==> config.mk <==
export PLATFORM = sky130hd
export DESIGN_NAME = capture_pingpong_ctrl_flat
export DESIGN_NICKNAME = d
export VERILOG_FILES = /design/src/rtl/acoustics_pkg.sv /design/src/rtl/capture_pingpong_ctrl_if.sv /design/src/rtl/capture_pingpong_ctrl_pulse_sync.sv /design/src/rtl/capture_pingpong_ctrl.sv /design/src/flat_wrapper.sv
export SDC_FILE = /design/constraint.sdc
export NUM_CORES = 1
export LEC_CHECK = 0
export CAP_MARGIN = 30
export CORE_UTILIZATION = 35
export DETAILED_ROUTE_END_ITERATION = 8
export PLACE_DENSITY = 0.62
export RECOVER_POWER = 50
export SLEW_MARGIN = 20
export SYNTH_ARGS = -nofsm -noshare
export SYNTH_HDL_FRONTEND = slang
export SYNTH_SLANG_ARGS = --single-unit
==> constraint.sdc <==
create_clock -name clk -period 2.1 [get_ports clk]
set_input_delay 0.21 -clock clk [delete_from_list [all_inputs] [get_ports clk]]
set_output_delay 0.21 -clock clk [all_outputs]
set_load 0.02 [all_outputs]
==> src/rtl/acoustics_pkg.sv <==
// Shared definitions for the acoustics capture path: capture FSM encoding and
// default SRAM geometry.
package acoustics_pkg;

   localparam int SRAM_ADDR_W = 16;
   localparam int SRAM_DATA_W = 16;
   localparam int CAP_DROP_W  = 16;

   typedef enum logic [1:0] {
      CAP_IDLE  = 2'd0,
      CAP_FILL  = 2'd1,
      CAP_STALL = 2'd2
   } cap_state_e;

endpackage

==> src/rtl/capture_pingpong_ctrl_if.sv <==
// Signal bundle between the ADC/DSP side and the ping-pong capture controller,
// including the SRAM port A write bus.
interface capture_pingpong_ctrl_if #(
   parameter int ADDR_W = acoustics_pkg::SRAM_ADDR_W,
   parameter int DATA_W = acoustics_pkg::SRAM_DATA_W,
   parameter int DROP_W = acoustics_pkg::CAP_DROP_W
);

   logic              enable;
   logic              sample_valid;
   logic [DATA_W-1:0] sample_data;
   logic              dsp_ack;
   logic              clear_ovr;

   logic              ram_ena;
   logic              ram_wea;
   logic [ADDR_W-1:0] ram_addra;
   logic [DATA_W-1:0] ram_dina;

   logic              buf_ready;
   logic              ready_bank;
   logic              overrun;
   logic [DROP_W-1:0] drop_count;

   modport master (
      output enable, sample_valid, sample_data, dsp_ack, clear_ovr,
      input  ram_ena, ram_wea, ram_addra, ram_dina,
      input  buf_ready, ready_bank, overrun, drop_count
   );

   modport slave (
      input  enable, sample_valid, sample_data, dsp_ack, clear_ovr,
      output ram_ena, ram_wea, ram_addra, ram_dina,
      output buf_ready, ready_bank, overrun, drop_count
   );

endinterface

==> src/rtl/capture_pingpong_ctrl_pulse_sync.sv <==
// Two-flop synchronizer plus rising-edge detect for asynchronous DSP strobes.
// The strobe must stay high for at least two clk periods to be seen.
module pulse_sync (
   input  logic clk,
   input  logic rst_n,
   input  logic async_in,
   output logic pulse_out
);

   logic [2:0] sync_q;

   always_ff @(posedge clk or negedge rst_n) begin
      if (!rst_n) begin
         sync_q <= 3'b000;
      end else begin
         sync_q <= {sync_q[1:0], async_in};
      end
   end

   // sync_q[2] is only the edge-detect history, not a third sync stage
   assign pulse_out = sync_q[1] & ~sync_q[2];

endmodule

==> src/rtl/capture_pingpong_ctrl.sv <==
// Port A sequencer for the acoustics sample SRAM: fills the two halves alternately,
// hands each full half to the DSP and drops samples while both halves are held.
//
//   state     | meaning
//   ----------+-------------------------------------------------------------
//   CAP_IDLE  | capture stopped; wptr and ownership cleared
//   CAP_FILL  | writing samples into the half selected by wptr
//   CAP_STALL | the half wptr points into is still DSP-owned; samples dropped
module capture_pingpong_ctrl
   import acoustics_pkg::*;
#(
   parameter int ADDR_W = SRAM_ADDR_W,
   parameter int DATA_W = SRAM_DATA_W,
   parameter int DROP_W = CAP_DROP_W
) (
   input  logic                   clk,
   input  logic                   rst_n,
   capture_pingpong_ctrl_if.slave cap
);

   cap_state_e        state;
   logic [ADDR_W-1:0] wptr;
   logic [1:0]        own;
   logic              ready_bank;
   logic              buf_ready;
   logic              ram_wea;
   logic [ADDR_W-1:0] ram_addra;
   logic [DATA_W-1:0] ram_dina;
   logic              overrun;
   logic [DROP_W-1:0] drop_count;

   logic       ack_p;
   logic [1:0] own_ack;
   logic       rb_ack;
   logic [1:0] own_nxt;
   logic       rb_nxt;
   logic       wr_half;
   logic       half_last;
   logic       do_write;
   logic       do_drop;
   logic       go_stall;

   pulse_sync u_ack_sync (
      .clk      (clk),
      .rst_n    (rst_n),
      .async_in (cap.dsp_ack),
      .pulse_out(ack_p)
   );

   assign wr_half   = wptr[ADDR_W-1];
   assign half_last = &wptr[ADDR_W-2:0];

   // The ack is folded in before the half-completion so a release in the same
   // cycle as the last write of a half can prevent the stall.
   always_comb begin
      own_ack = own;
      rb_ack  = ready_bank;
      if (ack_p && (own != 2'b00)) begin
         own_ack[ready_bank] = 1'b0;
         if (own[~ready_bank]) begin
            rb_ack = ~ready_bank;
         end
      end
   end

   always_comb begin
      do_write = cap.enable && cap.sample_valid &&
                 ((state == CAP_FILL) || ((state == CAP_STALL) && !own_ack[wr_half]));
      do_drop  = cap.enable && cap.sample_valid &&
                 (state == CAP_STALL) && own_ack[wr_half];
   end

   always_comb begin
      own_nxt  = own_ack;
      rb_nxt   = rb_ack;
      go_stall = 1'b0;
      if (do_write && half_last) begin
         own_nxt[wr_half] = 1'b1;
         if (own_ack == 2'b00) begin
            rb_nxt = wr_half;
         end
         go_stall = own_ack[~wr_half];
      end
   end

   always_ff @(posedge clk or negedge rst_n) begin
      if (!rst_n) begin
         state      <= CAP_IDLE;
         wptr       <= '0;
         own        <= 2'b00;
         ready_bank <= 1'b0;
         buf_ready  <= 1'b0;
         ram_wea    <= 1'b0;
         ram_addra  <= '0;
         ram_dina   <= '0;
         overrun    <= 1'b0;
         drop_count <= '0;
      end else begin
         ram_wea <= 1'b0;

         if (cap.clear_ovr) begin
            overrun    <= 1'b0;
            drop_count <= '0;
         end else if (do_drop) begin
            overrun <= 1'b1;
            if (drop_count != {DROP_W{1'b1}}) begin
               drop_count <= drop_count + DROP_W'(1);
            end
         end

         if (!cap.enable) begin
            state      <= CAP_IDLE;
            wptr       <= '0;
            own        <= 2'b00;
            ready_bank <= 1'b0;
            buf_ready  <= 1'b0;
         end else begin
            own        <= own_nxt;
            ready_bank <= rb_nxt;
            buf_ready  <= |own;
            case (state)
               CAP_IDLE: begin
                  state <= CAP_FILL;
               end
               CAP_FILL, CAP_STALL: begin
                  if (do_write) begin
                     ram_wea   <= 1'b1;
                     ram_addra <= wptr;
                     ram_dina  <= cap.sample_data;
                     wptr      <= wptr + ADDR_W'(1);
                     state     <= go_stall ? CAP_STALL : CAP_FILL;
                  end else if ((state == CAP_STALL) && !own_ack[wr_half]) begin
                     state <= CAP_FILL;
                  end
               end
               default: begin
                  state <= CAP_IDLE;
               end
            endcase
         end
      end
   end

   assign cap.ram_ena    = ram_wea;
   assign cap.ram_wea    = ram_wea;
   assign cap.ram_addra  = ram_addra;
   assign cap.ram_dina   = ram_dina;
   assign cap.buf_ready  = buf_ready;
   assign cap.ready_bank = ready_bank;
   assign cap.overrun    = overrun;
   assign cap.drop_count = drop_count;

endmodule
==> src/flat_wrapper.sv <==
// flat-port wrapper written by rule: the top's interface ports become plain ports
module capture_pingpong_ctrl_flat import acoustics_pkg::*;
#(
   parameter int ADDR_W = SRAM_ADDR_W,
   parameter int DATA_W = SRAM_DATA_W,
   parameter int DROP_W = CAP_DROP_W
)
  (clk, rst_n, cap_enable, cap_sample_valid, cap_sample_data, cap_dsp_ack, cap_clear_ovr, cap_ram_ena, cap_ram_wea, cap_ram_addra, cap_ram_dina, cap_buf_ready, cap_ready_bank, cap_overrun, cap_drop_count);
  capture_pingpong_ctrl_if #(.ADDR_W(ADDR_W), .DATA_W(DATA_W), .DROP_W(DROP_W)) cap_i ();
  input  logic clk;
  input  logic rst_n;
  input wire logic [$bits(cap_i.enable)-1:0] cap_enable;
  input wire logic [$bits(cap_i.sample_valid)-1:0] cap_sample_valid;
  input wire logic [$bits(cap_i.sample_data)-1:0] cap_sample_data;
  input wire logic [$bits(cap_i.dsp_ack)-1:0] cap_dsp_ack;
  input wire logic [$bits(cap_i.clear_ovr)-1:0] cap_clear_ovr;
  output wire logic [$bits(cap_i.ram_ena)-1:0] cap_ram_ena;
  output wire logic [$bits(cap_i.ram_wea)-1:0] cap_ram_wea;
  output wire logic [$bits(cap_i.ram_addra)-1:0] cap_ram_addra;
  output wire logic [$bits(cap_i.ram_dina)-1:0] cap_ram_dina;
  output wire logic [$bits(cap_i.buf_ready)-1:0] cap_buf_ready;
  output wire logic [$bits(cap_i.ready_bank)-1:0] cap_ready_bank;
  output wire logic [$bits(cap_i.overrun)-1:0] cap_overrun;
  output wire logic [$bits(cap_i.drop_count)-1:0] cap_drop_count;
  assign cap_i.enable = cap_enable;
  assign cap_i.sample_valid = cap_sample_valid;
  assign cap_i.sample_data = cap_sample_data;
  assign cap_i.dsp_ack = cap_dsp_ack;
  assign cap_i.clear_ovr = cap_clear_ovr;
  assign cap_ram_ena = cap_i.ram_ena;
  assign cap_ram_wea = cap_i.ram_wea;
  assign cap_ram_addra = cap_i.ram_addra;
  assign cap_ram_dina = cap_i.ram_dina;
  assign cap_buf_ready = cap_i.buf_ready;
  assign cap_ready_bank = cap_i.ready_bank;
  assign cap_overrun = cap_i.overrun;
  assign cap_drop_count = cap_i.drop_count;
  capture_pingpong_ctrl #(.ADDR_W(ADDR_W), .DATA_W(DATA_W), .DROP_W(DROP_W)) u_core (.clk(clk), .rst_n(rst_n), .cap(cap_i));
endmodule
* Word level (Yosys, flattened, before mapping)
Index checks and enable logic that the tools add are counted.
** Cells by class
- Order comparisons :: 6
- Reductions and logical operators :: 22
- $add $sub $neg :: 2
- Mux-type cells :: 36
- Eq/ne operators :: 6
- Bitwise logic cells :: 7
** Operator list (count)
- 16-bit 2-to-1 mux :: 6
- 16-bit by 1-bit adder with 16-bit output (second input constant) :: 2
- 1-bit 2-to-1 mux :: 20
- 16-bit inequality test (second input constant) :: 1
- 15-bit AND reduction :: 1
- 2-bit 2-to-1 mux :: 7
- 1-bit logical AND :: 9
- 1-bit by 2-bit less-than comparator with 1-bit output (second input constant) :: 4
- 2-bit nonzero test :: 3
- 2-bit logical NOT :: 2
- 2-bit by 1-bit inequality test with 1-bit output (second input constant) :: 2
- 4-bit by 2-bit inequality test with 1-bit output (second input constant) :: 1
- 2-bit case mux with 2 select lines :: 1
- 2-bit AND reduction :: 2
- 2-bit OR reduction :: 2
- 1-bit inverter :: 3
- 3-bit AND reduction :: 1
- 2-bit bitwise AND :: 1
- 1-bit demux with 1-bit select :: 2
- 2-bit by 1-bit == test with 1-bit output (second input constant) :: 1
- 2-bit == test (second input constant) :: 1
- 1-bit greater-or-equal comparator (second input constant) :: 2
- 2-bit inverter :: 1
- 2-bit bitwise OR :: 1
- other kinds (3) :: 3
** Storage, ports and cells
- Output and inout port bits :: 53
- Logic and storage cells :: 90
- Bits in registers :: 75
- Input port bits :: 22

* Depth between registers and ports, before layout
Gate-level depths: netlist of the first run.
- Depth in word-level cells :: 19
- Mapped depth :: 10
- Depth with buffers taken out :: 8

* Modules after synthesis
From an unflattened synthesis of the first run, not the netlist that was laid out.
** Second synthesis, totals
- Cells, all modules :: 316
- Area total of the unflattened synthesis :: 3732.3 um^2
** By module, submodules not included
- capture_pingpong_ctrl :: seq. area each 1801.7 um^2, instances 1, cells an instance 312, area an instance 3643.5 um^2
- pulse_sync :: seq. area each 75.1 um^2, instances 1, cells an instance 4, area an instance 88.8 um^2

* Least setup slack after synthesis of the first run
No wires, ideal clock.
- Kind :: reg2reg
- Start point :: register u_core.ready_bank, in the netlist u_core.cap.ready_bank
- End point :: register u_core.wptr[11]
- Data arrival time :: 2.193 ns
- Data required time :: 2.031 ns
- Path slack :: -0.162 ns
- Stages on the path, launching flop included :: 8
- Period minus slack after synthesis :: 2.262 ns
- Library setup time :: 0.069 ns
- Cell sequence :: dfrtp_1 > or3b_1 > buf_6 > a221oi_4 > nand2_2 > buf_6 > or4_1 > nand3_1
** Between the ends
- Cells in the longest elaborated chain, start to end :: 15
- Elaborated cells between the ends (all ways) :: 16
** Ends and longest elaborated chain
- from (decl) :: RTL line capture_pingpong_ctrl.sv:24 : logic ready_bank;
- from (signal assigned) :: RTL line capture_pingpong_ctrl.sv:119 : ready_bank <= rb_nxt;
- 1-bit by 2-bit less-than comparator with 1-bit output (implied by the code) or 1-bit greater-or-equal comparator (tied branches) :: RTL line capture_pingpong_ctrl.sv:59 : own_ack[ready_bank] = 1'b0;
- 1-bit logical AND (implied by the code) :: RTL line capture_pingpong_ctrl.sv:59
- 1-bit 2-to-1 mux (implied by the code) :: RTL line capture_pingpong_ctrl.sv:59
- 1-bit demux with 1-bit select (*)
- 2-bit inverter (no source line) (*)
- 2-bit bitwise AND (no source line) (*)
- 2-bit 2-to-1 mux (*) :: RTL line capture_pingpong_ctrl.sv:58 : if (ack_p && (own != 2'b00)) begin
- 1-bit 2-to-1 mux (implied by the code) (*) (2 in series) :: RTL line capture_pingpong_ctrl.sv:68 : ((state == CAP_FILL) || ((state == CAP_STALL) && !own_ack[wr_half]));
- 1-bit logical NOT (*) :: RTL line capture_pingpong_ctrl.sv:68
- 1-bit logical AND (*) :: RTL line capture_pingpong_ctrl.sv:68
- 1-bit logical OR (*) :: RTL line capture_pingpong_ctrl.sv:68
- 1-bit logical AND (*) :: RTL line capture_pingpong_ctrl.sv:67 : do_write = cap.enable && cap.sample_valid &&
- 2-bit by 1-bit inequality test with 1-bit output (no source line) (*)
- 2-bit AND reduction (no source line) (*)
- to (signal assigned) :: RTL line capture_pingpong_ctrl.sv:130 : wptr <= wptr + ADDR_W'(1);
- to (decl) :: RTL line capture_pingpong_ctrl.sv:22 : logic [ADDR_W-1:0] wptr;
Every way passes the cells marked *; elsewhere a longest branch is shown, timed or not. The select of a mux whose other input is x is not followed.
A chain may end at the register's enable or synchronous reset.

* Final worst setup path of the first run
- Start point :: register u_core.wptr[1]
- End point :: register u_core.state[0]
** Between the ends
- Cells in the longest elaborated chain, start to end :: 7
** Ends and longest elaborated chain
- 15-bit AND reduction :: RTL line capture_pingpong_ctrl.sv:51 : assign half_last = &wptr[ADDR_W-2:0];
- 1-bit logical AND :: RTL line capture_pingpong_ctrl.sv:77 : if (do_write && half_last) begin
- 1-bit 2-to-1 mux :: RTL line capture_pingpong_ctrl.sv:77
- 2-bit 2-to-1 mux :: RTL line capture_pingpong_ctrl.sv:131 : state <= go_stall ? CAP_STALL : CAP_FILL;
- 2-bit 2-to-1 mux :: RTL line capture_pingpong_ctrl.sv:126 : if (do_write) begin
- 2-bit case mux with 2 select lines :: RTL line capture_pingpong_ctrl.sv:121 : case (state)
- 2-bit 2-to-1 mux :: RTL line capture_pingpong_ctrl.sv:111 : if (!cap.enable) begin
- to (signal assigned) :: RTL line capture_pingpong_ctrl.sv:131
- to (decl) :: RTL line capture_pingpong_ctrl.sv:21 : cap_state_e state;
No other way between the ends.

==> results.sh, run 1 <==
export IMPL_slowest_stage="dfrtp_1"
export IMPL_start_kind="flop"
export IMPL_pwr_density_cell_mw_per_mm2=743
export IMPL_cp_end_kind="flop"
export IMPL_syn_area_mm2=0.00356
export IMPL_ys_warn_count=0
export IMPL_cts_sinks=75
export IMPL_drive_gt1_share_pct=13.6
export IMPL_crit_chain="ha_1 -> and4_1 -> and3_1 -> nand3_1 -> or3b_1 -> a32o_1"
export IMPL_crit_arrival_ns=2.22
export IMPL_htreeDepth=3
export IMPL_synth_edff_count=0
export IMPL_antenna_left=0
export IMPL_synth_async_reset_ratio_pct=100
export IMPL_setup_slack_ns=0.124
export IMPL_final_hold_viol_count=0
export IMPL_portBuffers=74
export IMPL_overflow=0
export IMPL_dieWidth_um=103
export IMPL_synthToLayoutAreaGrowth_pct=37.1
export IMPL_cts_made_buffers=9
export IMPL_core_mm2=0.00982
export IMPL_hp_class="reg2reg"
export IMPL_peakVddDrop_uv=454
export IMPL_antennaDiodeCount=0
export IMPL_io_pins=75
export IMPL_first_pass_iters=4
export IMPL_drc=0
export IMPL_drt_wl_total_mm=8.33
export IMPL_status="finished clean"
export IMPL_hp_start="u_core.u_ack_sync.sync_q[0]"
export IMPL_ys_seq_area_share_pct=52.7
export IMPL_syn_num_nets=409
export IMPL_cp_slowest_stage_delay_ns=0.41
export IMPL_grt_usage_pct=17.3
export IMPL_tightestPinTransition_ns=0.795
export IMPL_grt_pass1_wl_mm=14.2
export IMPL_rows=36
export IMPL_clkLatencyLatePin_ns=0.35
export IMPL_hpwl_mm=5.77
export IMPL_cts_tree="built"
export IMPL_path_max_fanout=5
export IMPL_clock_path_buffers=2
export IMPL_fin_worst_skew_ns=0.0104
export IMPL_syn_area_per_cell_um2=9.35
export IMPL_synthDistinctLibCells=49
export IMPL_crit_type="reg2reg"
export IMPL_netlist_instances=381
export IMPL_wire_per_inst_um=13.5
export IMPL_clk_pin_slew_ns=0.08
export IMPL_rsz0062_at_grt="false"
export IMPL_routed_via_density=4.92
export IMPL_fmax_mhz=506
export IMPL_drt_iter0_drc=97
export IMPL_cp_required_ns=2.34
export IMPL_relSlewSlack_pct=47.0
export IMPL_layout_min_cycle_time_ns=1.98
export IMPL_setup_tns_ns=0
export IMPL_nets=510
export IMPL_initial_core_util_pct=36.3
export IMPL_setup_viol=0
export IMPL_drv_slew=0
export IMPL_path_delay_family="simple AND/OR/NAND/NOR gates"
export IMPL_gp_congestion=0.757
export IMPL_antenna_found_initial=0
export IMPL_cts_root_buf="clkbuf_8"
export IMPL_r2r_start="u_core.wptr[1]"
export IMPL_grt_max_degree=47
export IMPL_num_vias=3048
export IMPL_place_ws_ns=0.0372
export IMPL_hold_slack_ns=0.354
export IMPL_die_area_mm2=0.0106
export IMPL_startpoint="u_core.wptr[1]"
export IMPL_grt_pass1_vias=3064
export IMPL_worstPathBufferInverterCount=0
export IMPL_fin_crit_sh_pct=94.1
export IMPL_p_leak_nw=2.28
export IMPL_synth_seq_cells=75
export IMPL_ys_flop_type="dfrtp_1"
export IMPL_maxCapViolCount=0
export IMPL_p_total_w=0.00363
export IMPL_die_h_um=103
## placed cells by master (no fill, tap or decap), types with 4 or more instances in the layout
cell type / Yosys / routed
clkdlybuf4s50_1: 0 / 51
a21oi_1: 12 / 12
xor2_1: 7 / 7
dlygate4sd3_1: 0 / 23
and4_1: 5 / 5
nor2_1: 30 / 30
mux2_2: 4 / 4
mux2i_1: 6 / 6
nor2b_1: 6 / 6
xnor2_1: 6 / 6
clkbuf_8: 0 / 10
ha_1: 6 / 4
nand3_1: 13 / 13
o21ai_0: 5 / 5
and2_1: 4 / 4
dfrtp_1: 75 / 73
buf_4: 1 / 28
and3_1: 4 / 4
nand4_1: 15 / 15
nand2_1: 113 / 113
inv_1: 9 / 6
## metal layers
layer,share of wire [%],routed length (um),vias to the layer above,global-route usage (%)
li1,-,-,1504,-
met1,46,3850,1465,20.9
met2,48,4000,71,30.3
met3,4.6,383,8,4.14
met4,1.1,93,0,5.85
met5,0,0,-,0
## cell type report
type	count	area, um^2
fillers	967	4940
well taps	133	166
clock inverters	5	53.8
clock buffers	10	138
multi-input cells	280	1610
repair buffers	107	998
inverters	9	33.8
flip-flops and latches	75	1880
## synth_stat cells (4+ instances only)
master,number,area (um^2)
nor3_1,4,20.0
and2_1,4,25.0
and4_1,5,43.8
ha_1,6,75.1
xor2_1,7,61.3
nand4_1,15,93.8
o21ai_0,5,25.0
dfrtp_1,75,1880
and3_1,4,25.0
nor2_1,30,113
a21oi_1,12,60.1
nor2b_1,6,37.5
mux2i_1,6,60.1
nor4_1,4,25.0
xnor2_1,6,52.6
nand2_1,113,424
clkbuf_1,9,33.8
mux2_2,4,45.0
inv_1,9,33.8
nand3_1,13,65.1
## flip-flops by register name (all words and copies together), names as in the netlist, 2 cells and up
signal                    cells
u_core.own                    2
u_core.u_ack_sync.sync_q      3
u_core.cap.ram_addra         16
u_core.state                  2
u_core.wptr                  16
u_core.cap.ram_dina          16
u_core.cap.drop_count        16
## where the power goes
part	switching (W)	leakage, nW	internal [W]
logic	0.000456	1.16	0.000395
registers	0.0000873	1.02	0.00159
clock network	0.000529	0.102	0.000571
## per-stage QoR
stage / instance area (um^2) / instances / util [%]
2_1_floorplan: 3570 / 381 / -
3_3_place_gp: 4620 / 599 / 47.1
3_5_place_dp: 4620 / 599 / 47.1
4_1_cts: 4820 / 615 / 49.1
5_1_grt: 4880 / 619 / 49.7
6_report: 4880 / 619 / 49.7
## timing repair
item	4_1_cts	5_1_grt
endpoints found under the setup margin	0	40
hold buffers	1	0
setup buffers	0	4
resized for setup	0	12
hold endpoints to repair	29	0
## cell families after synthesis
group / share of synthesized area, %
xor+xnor: 3.20
fa+ha+maj: 2.11
buf+inv: 3.37
simple gates: 27.1
compound gates: 8.54
flops: 52.7
mux: 2.95
## path summary, 6_finish.rpt
kind	endpoint	slack, ns	cells after the start
min in group asynchronous	u_core.cap.drop_count[3]	0.48	2
worst max register to register	u_core.state[0]	0.12	6
worst max-delay path	u_core.state[0]	0.12	6
worst min-delay path	u_core.u_ack_sync.sync_q[1]	0.35	0
max in group asynchronous	u_core.cap.ready_bank	0.43	3
worst min register to register	u_core.u_ack_sync.sync_q[1]	0.35	0
Note: power is estimated with default switching activity, not from simulation.
==> run 2: changes to the inputs <==
--- a/config.mk
+++ b/config.mk
@@ -7,9 +7,10 @@
 export LEC_CHECK = 0
 export CAP_MARGIN = 30
 export CORE_UTILIZATION = 35
+export CTS_CLUSTER_SIZE = 12
 export DETAILED_ROUTE_END_ITERATION = 8
 export PLACE_DENSITY = 0.62
-export RECOVER_POWER = 50
+export SKIP_LAST_GASP = 1
 export SLEW_MARGIN = 20
 export SYNTH_ARGS = -nofsm -noshare
 export SYNTH_HDL_FRONTEND = slang
==> run 2 against run 1 <==
Setup slack got worse by 0.0034 ns. Cell count did not move. Core utilization rose by 0.19 points. Sequential share of layout area fell by 0.15 points. Clock-buffer cell count did not move. First-iteration DRC count rose by 3.1%. Non-clock buffer count did not move. Clock skew barely moved. Combinational power rose by 2.9%. Critical path type unchanged. Critical endpoint unchanged.
==> results.sh, run 2 (synthesized netlist as in run 1, its figures left out) <==
export IMPL_crit_type="reg2reg"
export IMPL_rsz0062_at_grt="false"
export IMPL_r2r_start="u_core.wptr[1]"
export IMPL_portBuffers=74
export IMPL_grt_max_degree=47
export IMPL_peakVddDrop_uv=457
export IMPL_overflow=0
export IMPL_crit_arrival_ns=2.22
export IMPL_clk_pin_slew_ns=0.08
export IMPL_first_pass_iters=4
export IMPL_wire_per_inst_um=13.4
export IMPL_hp_class="in2reg"
export IMPL_drive_gt1_share_pct=13.8
export IMPL_cts_tree="built"
export IMPL_cts_made_buffers=9
export IMPL_dieWidth_um=103
export IMPL_grt_pass1_wl_mm=14.2
export IMPL_drt_iter0_drc=100
export IMPL_p_leak_nw=2.23
export IMPL_nets=510
export IMPL_place_ws_ns=0.0372
export IMPL_swShare_pct=29.4
export IMPL_grt_pass1_vias=3064
export IMPL_mostFrequentLayoutCells="nand2_1, clkdlybuf4s50_1, dfrtp_1"
export IMPL_final_common_cell="nand2_1"
export IMPL_clock_path_buffers=2
export IMPL_cts_root_buf="clkbuf_8"
export IMPL_antenna_found_initial=0
export IMPL_seq_power_share_pct=45.9
export IMPL_path_max_fanout=5
export IMPL_gp_congestion=0.757
export IMPL_drv_slew=0
export IMPL_switching_power_w=0.00108
export IMPL_fill_cells=963
export IMPL_slowest_stage="dfrtp_1"
export IMPL_cp_end_kind="flop"
export IMPL_antenna_left=0
export IMPL_drc=0
export IMPL_hpwl_mm=5.77
export IMPL_hp_start="cap_dsp_ack"
export IMPL_maxCapViolCount=0
export IMPL_die_area_mm2=0.0106
export IMPL_setup_slack_ns=0.120
export IMPL_fin_util_pct=49.9
export IMPL_relSlewSlack_pct=58.8
export IMPL_fin_crit_sh_pct=94.3
export IMPL_rows=36
export IMPL_placed_area_mm2=0.00462
export IMPL_cellInternalPower_w=0.00258
export IMPL_clkLatencyLatePin_ns=0.36
export IMPL_tightestPinTransition_ns=0.602
export IMPL_regArea_mm2=0.00188
export IMPL_routed_via_density=4.93
export IMPL_startpoint="u_core.wptr[1]"
export IMPL_final_hold_viol_count=0
export IMPL_start_kind="flop"
export IMPL_htreeDepth=3
export IMPL_num_vias=3050
export IMPL_die_h_um=103
export IMPL_io_pins=75
export IMPL_core_mm2=0.00982
export IMPL_power_frac_clock_pct=30.1
export IMPL_fmax_mhz=505
export IMPL_drt_wl_total_mm=8.33
export IMPL_setup_tns_ns=0
export IMPL_multi_input_area_mm2=0.00161
export IMPL_finalInstanceArea_mm2=0.00490
export IMPL_cp_required_ns=2.34
export IMPL_fin_worst_skew_ns=0.0105
export IMPL_cp_slowest_stage_delay_ns=0.41
export IMPL_synthToLayoutAreaGrowth_pct=37.6
export IMPL_grt_usage_pct=17.3
export IMPL_rrSetupSlack_ns=0.12
export IMPL_initial_core_util_pct=36.3
export IMPL_antennaDiodeCount=0
export IMPL_hold_slack_ns=0.299
export IMPL_pwr_density_cell_mw_per_mm2=747
export IMPL_comb_power_share_pct=24.0
export IMPL_layout_min_cycle_time_ns=1.98
export IMPL_status="finished clean"
export IMPL_crit_chain="ha_1 -> and4_1 -> and3_1 -> nand3_1 -> or3b_1 -> a32o_1"
export IMPL_setup_viol=0
export IMPL_cts_sinks=75
[run 2: cell count changes in the layout (fill, tap and decap cells not counted), sizes merged]
cell,before,now
dlygate4sd3,23,1
clkbuf,13,10
buf,30,33
clkdlybuf4s50,51,73
[run 2: power groups by stage]
stage	Sequential (W)	Combinational [W]	Clock (W)
after global routing	0.00170	0.000966	0.00119
after detailed placement	0.00170	0.000845	0
after floorplan	0.00186	0.000242	0
after CTS	0.00168	0.000848	0.00115
final	0.00168	0.000877	0.00110
after global placement	0.00170	0.000833	0
[run 2: area by class of cell]
class / count / share of cell area (%)
sequential: 75 / 38.4
multi-input combinational: 280 / 32.9
timing repair buffer: 107 / 20.8
tap: 133 / 3.40
clock buffer: 10 / 2.81
clock inverter: 5 / 1.10
inverter: 9 / 0.689
[run 2: timing repair]
action	CTS	global route
endpoints found under the setup margin	0	40
endpoints found under the hold margin	29	0
hold buffers	1	0
buffers inserted	0	4
gates resized for setup	0	12
[run 2: path summary, 6_finish.rpt]
kind,cells past startpoint,endpoint
max in group asynchronous,3,u_core.cap.ready_bank
min in group asynchronous,2,u_core.cap.drop_count[3]
hold reg to reg,0,u_core.u_ack_sync.sync_q[1]
setup reg to reg,6,u_core.state[0]
hold / removal,1,u_core.u_ack_sync.sync_q[0]
setup / recovery,6,u_core.state[0]
[run 2: through the flow]
stage	power, W	std cells
3_3_place_gp	0.00253	599
3_5_place_dp	0.00255	599
6_report	0.00366	619
4_1_cts	0.00368	615
5_1_grt	0.00386	619
2_1_floorplan	0.00210	381
[run 2: per-layer routing]
layer / global-route usage (%) / vias up / share of wire (%)
met5: 0 / - / 0
met4: 5.85 / 0 / 1.3
met3: 4.14 / 9 / 4.7
met2: 30.3 / 73 / 48
met1: 20.9 / 1465 / 46
li1: - / 1503 / -
[run 2: worst max-delay path: cells and delay by family, from the launching register on]
family	cells	cell delay (ns)
fa+ha+maj	1	0.22
flops	1	0.41
simple gates	4	0.99
compound gates	1	0.26
==> run 3: changes to the inputs <==
--- a/config.mk
+++ b/config.mk
@@ -9,6 +9,7 @@
 export CORE_UTILIZATION = 35
 export CTS_CLUSTER_SIZE = 12
 export DETAILED_ROUTE_END_ITERATION = 8
+export MAX_ROUTING_LAYER = met4
 export PLACE_DENSITY = 0.62
 export SKIP_LAST_GASP = 1
 export SLEW_MARGIN = 20
==> constraint.sdc (replaced) <==
create_clock -name clk -period 1.6 [get_ports clk]
set_input_delay 0.16 -clock clk [delete_from_list [all_inputs] [get_ports clk]]
set_output_delay 0.16 -clock clk [all_outputs]
set_load 0.02 [all_outputs]
==> run 3 against run 2 <==
The run now ends with negative setup slack left. Via count grew 11%. Routed wire length up 18%. Register-to-register slack lost 0.46 ns. Combinational power is 47% higher. Fmax grew 2.0%. Critical endpoint is now u_core.cap.drop_count[5]. Largest cell class unchanged.
==> results.sh, run 3 (synthesized netlist as in run 1, its figures left out) <==
export IMPL_status="finished with violations"
export IMPL_violations="negative setup slack"
export IMPL_p_leak_nw=2.85
export IMPL_dieWidth_um=103
export IMPL_fmax_mhz=515
export IMPL_grt_pass1_vias=3502
export IMPL_first_pass_iters=4
export IMPL_maxCapViolCount=0
export IMPL_fin_worst_skew_ns=0.00680
export IMPL_nets=586
export IMPL_drc=0
export IMPL_crit_chain="or3b_4 -> a32oi_4 -> buf_6 -> buf_6 -> a211oi_4 -> nand4_1 -> mux2_4"
export IMPL_setup_slack_ns=-0.340
export IMPL_drt_iter0_drc=117
export IMPL_drv_slew=0
export IMPL_cts_root_buf="clkbuf_8"
export IMPL_hpwl_mm=6.59
export IMPL_crit_arrival_ns=2.19
export IMPL_crit_type="reg2reg"
export IMPL_synthToLayoutAreaGrowth_pct=63.6
export IMPL_final_common_cell="nand2_1"
export IMPL_finalNonFillerCells=694
export IMPL_wire_per_inst_um=14.1
export IMPL_grt_max_degree=35
export IMPL_grt_pass1_wl_mm=15.9
export IMPL_r2r_end="u_core.cap.drop_count[5]"
export IMPL_layout_min_cycle_time_ns=1.94
export IMPL_pwr_density_cell_mw_per_mm2=845
export IMPL_routed_via_density=4.88
export IMPL_num_vias=3387
export IMPL_startpoint="u_core.u_ack_sync.sync_q[2]"
export IMPL_final_hold_viol_count=0
export IMPL_relSlewSlack_pct=64.3
export IMPL_grt_util_met1_pct=22.5
export IMPL_antenna_left=0
export IMPL_clkLatencyLatePin_ns=0.36
export IMPL_rrSetupSlack_ns=-0.34
export IMPL_hp_start="cap_dsp_ack"
export IMPL_setup_viol=70
export IMPL_switching_power_w=0.00146
export IMPL_die_area_mm2=0.0106
export IMPL_ff2ff_path_depth=7
export IMPL_initial_core_util_pct=36.3
export IMPL_core_mm2=0.00982
export IMPL_met3_usage_pct=4.14
export IMPL_rows=36
export IMPL_power_frac_clock_pct=29.1
export IMPL_crit_top_cell="buf_6"
export IMPL_multi_input_area_mm2=0.00186
export IMPL_busiest_layer="met2"
export IMPL_path_max_fanout=4
export IMPL_cellInternalPower_w=0.00347
export IMPL_clock_path_buffers=2
export IMPL_cts_made_buffers=9
export IMPL_fill_cells=908
export IMPL_peakVddDrop_uv=580
export IMPL_grt_usage_pct=20.0
export IMPL_portBuffers=74
export IMPL_antenna_found_initial=0
export IMPL_overflow=0
export IMPL_mostFrequentLayoutCells="nand2_1, buf_4, dfrtp_1"
export IMPL_use_met2_pct=35.3
export IMPL_io_pins=75
export IMPL_slowest_stage="or3b_4"
export IMPL_tightestPinTransition_ns=0.530
export IMPL_clk_pin_slew_ns=0.07
export IMPL_p_total_w=0.00492
export IMPL_r2r_start="u_core.u_ack_sync.sync_q[2]"
export IMPL_placed_area_mm2=0.00512
export IMPL_cp_slowest_stage_delay_ns=0.44
export IMPL_die_h_um=103
export IMPL_fin_crit_sh_pct=121
export IMPL_holdPathEnd="u_core.u_ack_sync.sync_q[0]"
export IMPL_swShare_pct=29.6
export IMPL_drt_wl_total_mm=9.80
export IMPL_setup_tns_ns=-17.43
export IMPL_start_kind="flop"
export IMPL_holdPathStages=1
export IMPL_fin_util_pct=59.3
export IMPL_rsz0062_at_grt="true"
export IMPL_cp_required_ns=1.85
export IMPL_finalInstanceArea_mm2=0.00583
export IMPL_cp_end_kind="flop"
export IMPL_antennaDiodeCount=0
export IMPL_htreeDepth=3
export IMPL_cts_sinks=75
export IMPL_dpl_cell_count=661
export IMPL_comb_power_share_pct=26.2
export IMPL_seq_power_share_pct=44.7
export IMPL_cts_tree="built"
export IMPL_gp_congestion=0.852
export IMPL_drive_gt1_share_pct=29.6
export IMPL_regArea_mm2=0.00188
export IMPL_hp_class="in2reg"
run 3: metal layers:
layer  share of wire, %  vias to the layer above
met5                  0                        -
met4                1.9                        0
met3                3.8                       18
met2                 52                       75
met1                 43                     1645
li1                   -                     1649
run 3: how the worst max path moves through the flow:
stage	to	slack (ns)	cells past startpoint
floorplan	u_core.wptr[11]	-0.49	7
global placement	u_core.cap.drop_count[3]	-0.35	8
detailed placement	u_core.state[1]	-0.50	7
CTS	u_core.wptr[9]	-0.32	8
global route	u_core.cap.drop_count[5]	-0.41	7
finish	u_core.cap.drop_count[5]	-0.34	7
run 3: power by group through the flow:
stage,combinational [W],sequential [W],clock [W]
final,0.00129,0.00220,0.00143
after floorplan,0.000324,0.00244,0
after detailed placement,0.00122,0.00223,0
after global placement,0.00119,0.00222,0
after global routing,0.00142,0.00222,0.00154
after CTS,0.00127,0.00220,0.00146
run 3: stage by stage:
step / worst slack (ns) / hold slack, ns
after floorplan: -0.492 / -0.136
after global placement: -0.350 / 0.136
after detailed placement: -0.501 / 0.145
after CTS: -0.317 / 0.251
after global routing: -0.411 / 0.261
final: -0.340 / 0.256
run 3: critical path: cells and delay by family, from the launching register on:
family / cells / cell delay (ns)
simple gates: 2 / 0.54
flops: 1 / 0.40
mux: 1 / 0.30
buf+inv: 2 / 0.25
compound gates: 2 / 0.33
run 3: area by class of cell:
type,instances,share of cell area (%)
multi-input cells,280,31.9
inverters,9,0.623
flip-flops and latches,75,32.3
well taps,133,2.86
clock inverters,3,0.687
repair buffers,183,29.2
clock buffers,11,2.43
run 3: timing repair:
action | CTS | global route
gates cloned | 0 | 2
setup endpoints to repair | 80 | 77
endpoints found under the hold margin | 31 | 0
pin swaps | 18 | 12
hold buffers | 1 | 0
buffers inserted | 14 | 4
gates resized for setup | 55 | 31
